==> src/rtl/dmem_pkg.sv <==
// Shared constants and request type for the data-memory arbiter slice.
package dmem_pkg;
  localparam int DMEM_AW    = 6;
  localparam int DMEM_DW    = 32;
  localparam int DMEM_WORDS = 16;

  // One memory access as presented by a requester (CPU LSU or loader).
  typedef struct packed {
    logic               we;
    logic [DMEM_AW-1:0] addr;
    logic [DMEM_DW-1:0] wdata;
  } dmem_req_t;

  // Word index of a byte address; the low two bits are ignored by the memory.
  function automatic logic [DMEM_AW-3:0] word_idx(input logic [DMEM_AW-1:0] a);
    return a[DMEM_AW-1:2];
  endfunction
endpackage

==> src/rtl/rr_arb2.sv <==
// Two-way round-robin grant: prio names the favoured port on contention.
module rr_arb2 (
  input  logic [1:0] req,
  input  logic       prio,
  output logic [1:0] gnt,
  output logic       prio_nxt
);
  // Single grant per cycle; last winner becomes lowest priority.
  always_comb begin
    gnt      = 2'b00;
    prio_nxt = prio;
    if (req[0] && (!req[1] || !prio)) begin
      gnt[0]   = 1'b1;
      prio_nxt = 1'b1;
    end else if (req[1]) begin
      gnt[1]   = 1'b1;
      prio_nxt = 1'b0;
    end
  end
endmodule

==> src/rtl/dmem_arbiter.sv <==
// Round-robin arbiter sharing one data memory between the CPU LSU (port 0)
// and a debug/DMA loader (port 1). Reads return one cycle after grant.
module dmem_arbiter
  import dmem_pkg::*;
#(
  parameter int AW        = DMEM_AW,
  parameter int DW        = DMEM_DW,
  parameter bit INIT_PRIO = 1'b0
) (
  input  logic          clk,
  input  logic          rst,
  input  logic          req0,
  input  logic          we0,
  input  logic [AW-1:0] addr0,
  input  logic [DW-1:0] wdata0,
  output logic          gnt0,
  output logic          rvalid0,
  output logic [DW-1:0] rdata0,
  input  logic          req1,
  input  logic          we1,
  input  logic [AW-1:0] addr1,
  input  logic [DW-1:0] wdata1,
  output logic          gnt1,
  output logic          rvalid1,
  output logic [DW-1:0] rdata1,
  output logic [AW-1:0] mem_addr,
  output logic          mem_we,
  output logic [DW-1:0] mem_wdata,
  input  logic [DW-1:0] mem_rdata,
  output logic          misalign
);
  logic          prio_q, prio_d, prio_nxt;
  logic          rvalid0_q, rvalid0_d, rvalid1_q, rvalid1_d;
  logic [DW-1:0] rdata0_q, rdata0_d, rdata1_q, rdata1_d;
  logic          misalign_q, misalign_d;
  logic [1:0]    arb_gnt, gnt;
  dmem_req_t     p0, p1, sel;

  rr_arb2 u_arb (
    .req      ({req1, req0}),
    .prio     (prio_q),
    .gnt      (arb_gnt),
    .prio_nxt (prio_nxt)
  );

  // Grant gating during reset, granted-port mux, and return-register next state.
  always_comb begin
    p0  = '{we: we0, addr: addr0, wdata: wdata0};
    p1  = '{we: we1, addr: addr1, wdata: wdata1};
    gnt = rst ? 2'b00 : arb_gnt;
    sel = '0;
    if (gnt[0])      sel = p0;
    else if (gnt[1]) sel = p1;

    mem_addr  = sel.addr;
    mem_we    = sel.we;
    mem_wdata = sel.wdata;

    prio_d     = prio_nxt;
    rvalid0_d  = gnt[0] & ~we0;
    rvalid1_d  = gnt[1] & ~we1;
    rdata0_d   = rvalid0_d ? mem_rdata : rdata0_q;
    rdata1_d   = rvalid1_d ? mem_rdata : rdata1_q;
    misalign_d = (|gnt) & (sel.addr[1:0] != 2'b00);
  end

  // Priority pointer and read-return registers, synchronous reset.
  always_ff @(posedge clk) begin
    if (rst) begin
      prio_q     <= INIT_PRIO;
      rvalid0_q  <= 1'b0;
      rvalid1_q  <= 1'b0;
      rdata0_q   <= '0;
      rdata1_q   <= '0;
      misalign_q <= 1'b0;
    end else begin
      prio_q     <= prio_d;
      rvalid0_q  <= rvalid0_d;
      rvalid1_q  <= rvalid1_d;
      rdata0_q   <= rdata0_d;
      rdata1_q   <= rdata1_d;
      misalign_q <= misalign_d;
    end
  end

  assign gnt0     = gnt[0];
  assign gnt1     = gnt[1];
  assign rvalid0  = rvalid0_q;
  assign rvalid1  = rvalid1_q;
  assign rdata0   = rdata0_q;
  assign rdata1   = rdata1_q;
  assign misalign = misalign_q;
endmodule

==> config.mk <==
export PLATFORM = sky130hd
export DESIGN_NAME = dmem_arbiter
export DESIGN_NICKNAME = d
export VERILOG_FILES = /design/src/rtl/dmem_pkg.sv /design/src/rtl/rr_arb2.sv /design/src/rtl/dmem_arbiter.sv
export SDC_FILE = /design/constraint.sdc
export NUM_CORES = 1
export LEC_CHECK = 0
export CAP_MARGIN = 5
export CORE_MARGIN = 2
export CORE_UTILIZATION = 37
export DETAILED_ROUTE_END_ITERATION = 8
export PLACE_DENSITY_LB_ADDON = 0.3
export SETUP_SLACK_MARGIN = 0.3
export SLEW_MARGIN = 40
export SYNTH_ARGS = -nofsm -noshare
export SYNTH_HDL_FRONTEND = slang
export SYNTH_SLANG_ARGS = --single-unit
export TNS_END_PERCENT = 10
==> constraint.sdc <==
create_clock -name clk -period 1.9 [get_ports clk]
set_clock_uncertainty 0.15 [all_clocks]
set_input_delay 0.285 -clock clk [delete_from_list [all_inputs] [get_ports clk]]
set_output_delay 0.285 -clock clk [all_outputs]
set_load 0.01 [all_outputs]
==> results of run 1 <==
==> synth_stat cells <==
| cell | count |
|---|---|
| dfxtp_1 | 68 |
| a22o_1 | 39 |
| nand2_1 | 35 |
| inv_1 | 34 |
| mux2i_1 | 32 |
| o21ai_1 | 29 |
| clkbuf_1 | 17 |
| o311ai_1 | 17 |
| o311ai_0 | 15 |
| buf_2 | 8 |
| buf_6 | 3 |
| inv_2 | 3 |
| nor2_1 | 3 |
| o21ai_0 | 3 |
| nor2b_1 | 2 |
| a21oi_1 | 1 |
| and3b_1 | 1 |
| buf_1 | 1 |
| buf_4 | 1 |
| nand2b_1 | 1 |
| nand3b_1 | 1 |
| nor2b_2 | 1 |
| o22ai_1 | 1 |
==> kinds of logic (layout without fill, tap and decap cells) <==
logic type | Yosys count | count (layout) | share of synthesized area (%)
buffers and inverters | 67 | 298 | 9.76
muxes | 32 | 32 | 10.9
AOI/OAI and AO/OA | 105 | 105 | 26.9
and+or+nand+nor | 44 | 44 | 6.32
DFF | 68 | 68 | 46.2
==> worst paths after layout <==
path / from / end / slack, ps / cells after the start
worst max-delay path: prio_q / mem_wdata[26] / -50 / 7
worst min-delay path: rst / prio_q / 300 / 3
worst max register to register: prio_q / rdata1[25] / 380 / 6
worst min register to register: rdata0[18] / rdata0[18] / 310 / 2
==> registers in the layout (all words and copies together), names as in the netlist <==
name      cells
rdata1       32
prio_q        1
rvalid1       1
rdata0       32
misalign      1
rvalid0       1
==> tightest hold or removal path, stage by stage <==
cell and delay [ps]:
dlygate4sd2_1 270, buf_4 150, nor2_1 40
==> per-layer routing <==
layer	global-route usage, %	share of wire (%)
met1	29.9	40
met2	43.2	50
met3	7.57	8.1
met4	8.33	2.0
met5	0	0
==> power by group <==
group | internal [mW] | total [mW] | switching [mW]
clock network | 0.728 | 1.25 | 0.522
logic | 0.481 | 0.836 | 0.355
registers | 1.50 | 1.53 | 0.0339
total | 2.71 | 3.62 | 0.911
==> layout make-up <==
| type | instances | share of cell area [%] |
|---|---|---|
| sequential | 68 | 24.8 |
| clock buffer | 10 | 2.32 |
| multi-input combinational | 181 | 24.1 |
| timing repair buffer | 246 | 42.4 |
| tap | 102 | 2.32 |
| inverter | 37 | 2.62 |
| clock inverter | 5 | 1.41 |
==> what timing repair did <==
item | CTS | global route
gates cloned | 1 | 1
pin swaps | 10 | 32
resized for setup | 246 | 7
setup buffers | 3 | 1
endpoints found under the setup margin | 108 | 43
==> run summary, run 1 <==
Global-route congestion overflow total: 0
Sequential fraction of the synthesis area: 46.2%
Number of nets in the layout: 657
Class of the most critical setup path: register to primary output
CTS Buf Count: 9
Final core occ: 71.1%
Area overhead of the layout relative to synthesis: 86.3%
Boundary Pins: 222
Commonest non-fill, non-tap cell in the layout: clkdlybuf4s50_1
Port bufs: 221
Slew at the pin closest to its max-slew limit: 365 ps
Cell area after technology mapping: 0.00295 sq mm
Placer's final routability congestion estimate: 0.750
Post-layout min period: 1950 ps
Synthesized net count: 430
Cells along the critical path: nand2_2 > nand2_2 > inv_4 > buf_12 > buf_12 > a22o_1 > buf_2
Final routed DRC violation total: 0
Final std cells w/o fill: 649
H-tree levels: 3
Overall die width: 93.3 microns
Dominant cell type by area after synthesis: dfxtp_1
Slew margin rel.: 75.4%
Violations in the final reports: setup timing
Total of fill cells in the finished design: 628
Worst skew pair latency: 330 ps
Total number of yosys warnings: 0
Area contributors post-synth: dfxtp_1, a22o_1, mux2i_1
Number of endpoints failing setup at the final stage: 30
Required time at the endpoint of the critical path: 1460 ps
Area occupied by multi-input gates: 0.00133 sq mm
Iter 0 DRT Violations: 75
Cell total after placement: 628
Post-route worst hold slack: 295 ps
Cell at the root of the clock tree: clkbuf_8
CP Data Arrival Time: 1520 ps
Placed cell areas: 0.00540 sq mm
Crit Path Max Fanout: 11
Type of destination of the critical path: primary output
Setup repair after global routing missed its margin: true
Netlist cell types: 23
Final standard cell area without fillers: 0.00550 sq mm
Fraction of final layout cells sized beyond drive strength 1: 16.6%
Maximum clock path buffer count: 2
Core area: 0.00773 sq mm
Fin worst setup slack: -52.9 ps
Reported leakage power: 2.61 nW
Yosys top cell area share: 46.2%
Clock input transition at the sequential cells of the worst setup and hold paths: 70 ps
Commonest non-fill, non-tap cells in the layout: clkdlybuf4s50_1, dlygate4sd2_1, dfxtp_1, a22o_1, buf_2
Crit path max-delay family: buffers and inverters
Gate count of the mapped netlist: 316
Maximum vdd drop: 0.494 mV
Placement Rows: 32
Worst setup slack after placement: -586 ps
Total negative setup slack: -532 ps
Status: complete, but fails checks
Power consumption: 3.62 mW
Total wire length: 11.4 mm
Syn_area_per_cell: 9.33 sq um
First-pass iteration count of the detailed router: 4
Via count: 3,349
Largest stage delay on the critical path: 350 ps
Kind of start point of the critical path: register
Routed wire length per instance: 17.5 microns
Power Density: 658 mW/mm^2
Post-DRT Antenna Nets: 0
Flip-flop and latch count after synthesis: 68
Final clock period utilization by the worst path: 103%
Final Hold Violating Endpoints: 0
Estimated wirelength of the detail-placed design: 8.21 mm
Path type of the worst min-delay path: primary input to register
CTS tree: built
Number of global-route vias before repair: 3,417
Effective utilization at floorplan: 38.2%
Area of the die: 0.00870 sq mm
Post-cts hold buffer count: 0
Storage element area: 0.00136 sq mm
GR Util All Layers: 25.1%
Number of sinks on the clock net: 68
Slew Viols, Final: 0
Max cap viols: 0
Diodes inserted: 0
Routed vias/inst: 5.16
Maximum number of pins on one net before global-route repair: 43
Wire length of the first global-routing pass: 17.3 mm
Initial antenna violation count: 0
Critical Path Slowest Stage Cell: dfxtp_2
Bufs and invs on worst path: 4
Vertical extent of the die: 93.3 microns
Fmax: 512 MHz
Note: power is estimated with default switching activity, not from simulation.
==> inputs of run 2 (changes only) <==
PLACE_DENSITY = 0.87   (was not set)
PLACE_DENSITY_LB_ADDON = not set   (was 0.3)
clock period = 2.51 ns   (was 1.9 ns; I/O delays follow)
==> run 2 against run 1 <==
The run now ends clean. Highest routed layer unchanged. Hold slack improved by 12 ps. Cell area rose by 0.77%. Critical endpoint is now mem_wdata[30]. Utilization rose by 0.55 points.
==> run summary, run 2 (synthesized netlist as in run 1, its figures left out) <==
Iter 0 DRT Violations: 147
Number of instances on the worst hold path: 2
Reported leakage power: 2.26 nW
Port bufs: 221
Slew margin rel.: 64.7%
Worst setup slack after placement: -198 ps
Vertical extent of the die: 93.3 microns
Post-layout min period: 2220 ps
Placement Rows: 32
Required time at the endpoint of the critical path: 1980 ps
Cell total after placement: 622
Routed wire length per instance: 17.6 microns
Number of sinks on the clock net: 68
Cell at the root of the clock tree: clkbuf_8
Power consumption: 2.83 mW
Fmax: 450 MHz
Fin worst setup slack: 289 ps
Maximum number of pins on one net before global-route repair: 36
Bufs and invs on worst path: 4
Power Density: 512 mW/mm^2
Type of destination of the critical path: primary output
Min-delay src: rdata0[11]
CTS Buf Count: 9
Crit path max-delay family: buffers and inverters
Number of nets in the layout: 646
Slew Viols, Final: 0
Post-CTS setup buffer count: 0
First-pass iteration count of the detailed router: 4
Max cap viols: 0
Commonest non-fill, non-tap cells in the layout: clkdlybuf4s50_1, dfxtp_1, a22o_1, nand2_1, inv_1
Critical Path Slowest Stage Cell: bufbuf_16
CTS tree: built
Class of the most critical setup path: primary input to primary output
Final std cells w/o fill: 639
Area overhead of the layout relative to synthesis: 87.8%
Final clock period utilization by the worst path: 88.5%
Largest stage delay on the critical path: 280 ps
Final routed DRC violation total: 0
Boundary Pins: 222
Via count: 3,329
Cells along the critical path: dlygate4sd2_1 > nor2b_2 > nand2_2 > inv_2 > bufbuf_16 > a22o_1 > clkdlybuf4s15_1
Post-DRT Antenna Nets: 0
Setup repair after global routing missed its margin: true
Crit Path Max Fanout: 20
Commonest non-fill, non-tap cell in the layout: clkdlybuf4s50_1
Initial antenna violation count: 0
Clock input transition at the sequential cells of the worst setup and hold paths: 80 ps
Maximum vdd drop: 0.435 mV
CP Data Arrival Time: 1690 ps
Startpoint of the lowest-slack register-to-register path: prio_q
Number of global-route vias before repair: 3,232
Diodes inserted: 0
Number of endpoints failing setup at the final stage: 0
Worst skew pair latency: 340 ps
Fraction of final layout cells sized beyond drive strength 1: 9.87%
Area of the die: 0.00870 sq mm
Wire length of the first global-routing pass: 16.9 mm
Kind of start point of the critical path: primary input
Overall die width: 93.3 microns
Final Hold Violating Endpoints: 0
Core area: 0.00773 sq mm
Placer's final routability congestion estimate: 0.762
Number of cell instances on the worst register-to-register path: 5
Effective utilization at floorplan: 38.2%
Reg-to-reg setup timing slack: 1030 ps
Maximum clock path buffer count: 2
Total wire length: 11.3 mm
GR Util All Layers: 24.8%
Estimated wirelength of the detail-placed design: 8.36 mm
Routed vias/inst: 5.21
Crit Reg-Reg Endpoint: rdata1[0]
Status: finished, final reports clean
Worst Hold Path EP: rdata0[11]
Global-route congestion overflow total: 0
Total negative setup slack: 0 ps
Path type of the worst min-delay path: register to register
Slew at the pin closest to its max-slew limit: 529 ps
H-tree levels: 3
-- run 2: cell types whose count changed in the layout (fill, tap and decap cells not counted), sizes merged --
cell / delta
clkdlybuf4s15: +15
buf: -49
clkinvlp: +1
clkbuf: +2
clkdlybuf4s50: +67
clkinv: -1
bufbuf: +1
dlygate4sd2: -46
-- run 2: through the flow --
step | cell area [sq um] | hold WS, ps | util (%)
detailed placement | 5300 | 298 | 68.6
global placement | 5300 | 293 | 68.6
global route | 5540 | 328 | 71.7
CTS | 5550 | 311 | 71.8
floorplan | 2950 | 299 | -
finish | 5540 | 308 | 71.7
-- run 2: area by class of cell --
cell class	instances	area (sq um)
inverters	37	139
well taps	102	128
clock inverters	5	83.8
repair buffers	235	2360
multi-input cells	181	1310
fillers	607	2190
flip-flops and latches	68	1360
clock buffers	11	151
-- run 2: report_power, final --
group | total, mW | switching [mW] | internal (mW)
registers | 1.16 | 0.0293 | 1.13
logic | 0.635 | 0.256 | 0.380
clock network | 1.04 | 0.422 | 0.615
total | 2.83 | 0.707 | 2.13
-- run 2: how the worst max path moves through the flow --
stage | start | endpoint | slack [ps] | cells after the start
floorplan | req0 | mem_addr[0] | 930 | 5
global placement | req0 | mem_wdata[16] | -170 | 7
detailed placement | req0 | mem_wdata[29] | -200 | 7
CTS | req0 | mem_wdata[30] | 280 | 7
global route | req0 | mem_wdata[6] | 220 | 7
finish | req0 | mem_wdata[30] | 290 | 7
-- run 2: timing repair --
item | CTS | global route
gates resized for setup | 78 | 4
pin swaps | 1 | 0
cloned | 1 | 0
endpoints found under the setup margin | 41 | 39
hold endpoints to repair | 0 | 0
hold buffers | 0 | 0
-- run 2: routing by layer --
layer,part of all wire [%],vias up,global-route usage [%]
li1,-,1583,-
met1,39,1592,28.2
met2,52,137,44.5
met3,8.0,17,8.22
met4,1.5,0,6.50
met5,0,-,0
-- run 2: worst reg2reg max path: cells and delay by family, from the launching register on --
kind	cells	cell delay (ps)
DFF	1	340
and+or+nand+nor	2	220
buffers and inverters	2	460
AOI/OAI and AO/OA	1	180
==> RTL change (config.mk and constraints of run 1) <==
Reset style: asynchronous (`rst`), changed in one clocked block. Comments in the files are not updated.
--- a/src/rtl/dmem_arbiter.sv
+++ b/src/rtl/dmem_arbiter.sv
@@ -67,3 +67,3 @@
   // Priority pointer and read-return registers, synchronous reset.
-  always_ff @(posedge clk) begin
+  always_ff @(posedge clk or posedge rst) begin
     if (rst) begin
Check against the original RTL: differs if rst is asserted again (counterexample within 4 cycles, from zero or initial values and one cycle with rst high); with rst held inactive, the same outputs for 10 cycles.
==> RTL change against run 1 <==
  * The flow still finishes with violations (setup timing)
  * Die area grew 1.3%
  * Global-route usage shrank 2.2 points
  * Total power rose by 37%
  * Critical endpoint is now mem_we
  * Hold slack got worse by 160 ps
  * Area after synthesis grew 1.4%
  * Register-to-register slack lost 380 ps
  * Wire length is 8.4% lower
  * Setup slack lost 150 ps
  * Design area increased by 2.5%
  * First-iteration DRC count is 24% lower
  * Highest routed layer unchanged
  * Sequential cell count unchanged
  * Clock power up 15%
==> RTL change: results (changes against run 1) <==
[metrics] biggest cell delay along the critical path: 460 ps (+110 ps)
[metrics] Commonest cells post-synth: 68 x dfrtp_1, 64 x mux2_2, 40 x a22o_1
[metrics] number of nets in the final layout: 550 (-16%)
[metrics] worst hold-check path type: primary input to async pin
[metrics] setup violation total in the final timing report: 40 (+33%)
[metrics] layout buffer count excluding clock buffers: 243 (-1.2%)
[metrics] Worst Setup Slack post-DPL: -624 ps (-37.2 ps)
[metrics] data-path buffer share of cell area in the final layout: 0.404 (-0.0202)
[metrics] run status: complete, but fails checks
[metrics] vias in the first global route: 2837 (-17%)
[metrics] cell with the largest stage delay on the worst path: dfrtp_2
[metrics] proportion of synthesized area in mux cells: 0.244 (+0.136)
[metrics] fraction of synthesis flops using an asynchronous set or reset pin: 1.00 (+1.00)
[metrics] Synthesized Nets: 311 (-28%)
[metrics] starting DRC count in detailed routing: 57 (-24%)
[metrics] tightest hold margin: 132 ps (-163 ps)
[metrics] cell types with the largest area share after synthesis: dfrtp_1 57%, mux2_2 24%, a22o_1 12%
[metrics] total global-route track usage: 0.230 (-0.0218)
[metrics] ratio of routed vias to standard cells: 4.88 (-5.5%)
[metrics] # placed instances: 517 (-18%)
[metrics] drt total wl: 10.4 mm (-8.4%)
[metrics] Final GP Congestion: 0.697 (-7.1%)
[metrics] number of different library cells in the post-synthesis netlist: 15 (-35%)
[metrics] comb_multi_in: 112 (-38%)
[metrics] Worst Setup Slack, final: -206 ps (-153 ps)
[metrics] layout overhead on the synthesized area: 88.4%
[metrics] violated checks: setup timing
[metrics] detailed placer's ending HPWL: 7.51 mm (-8.5%)
[metrics] Layout clock area frac: 0.0440 (+0.00666)
[metrics] PostCTS Resize Cnt: 257 (+4.5%)
[metrics] Critical R2R Capture: rdata1[21]$_DFFE_PP0P_
[metrics] vias post-DR: 2654 (-21%)
[metrics] total setup buffers inserted after CTS: 5 (+2)
RTL change: changes by cell type after synthesis, sizes merged, moves of 31 or more:
cell	change
dfrtp	+68
dfxtp	-68
mux2	+64
inv	-35
nand2	-35
o21ai	-32
o311ai	-32
mux2i	-31
RTL change: layer usage:
metal	GRT usage	up-vias	part of all wire
met5	0	-	0
met4	0.0495	0	0.011
met3	0.120	12	0.11
met2	0.364	125	0.48
met1	0.280	1290	0.40
li1	-	1227	-
RTL change: cell families after synthesis:
group	Yosys count
buffers and inverters	17
DFF	68
muxes	65
and+or+nand+nor	5
AOI/OAI and AO/OA	42
RTL change: worst min-delay path, cell delays in order:
cell and delay, ps:
dlymetal6s2s_1 190, buf_4 190, clkinvlp_4 110, buf_12 200
RTL change: power by group through the flow:
stage          sequential (mW)  clock, mW  combinational (mW)
6_report                  1.92       1.44                1.58
5_1_grt                   1.97       1.56                1.69
4_1_cts                   1.93       1.48                1.56
3_5_place_dp              1.96          0                1.76
3_3_place_gp              1.94          0                1.74
2_1_floorplan             2.10          0               0.465
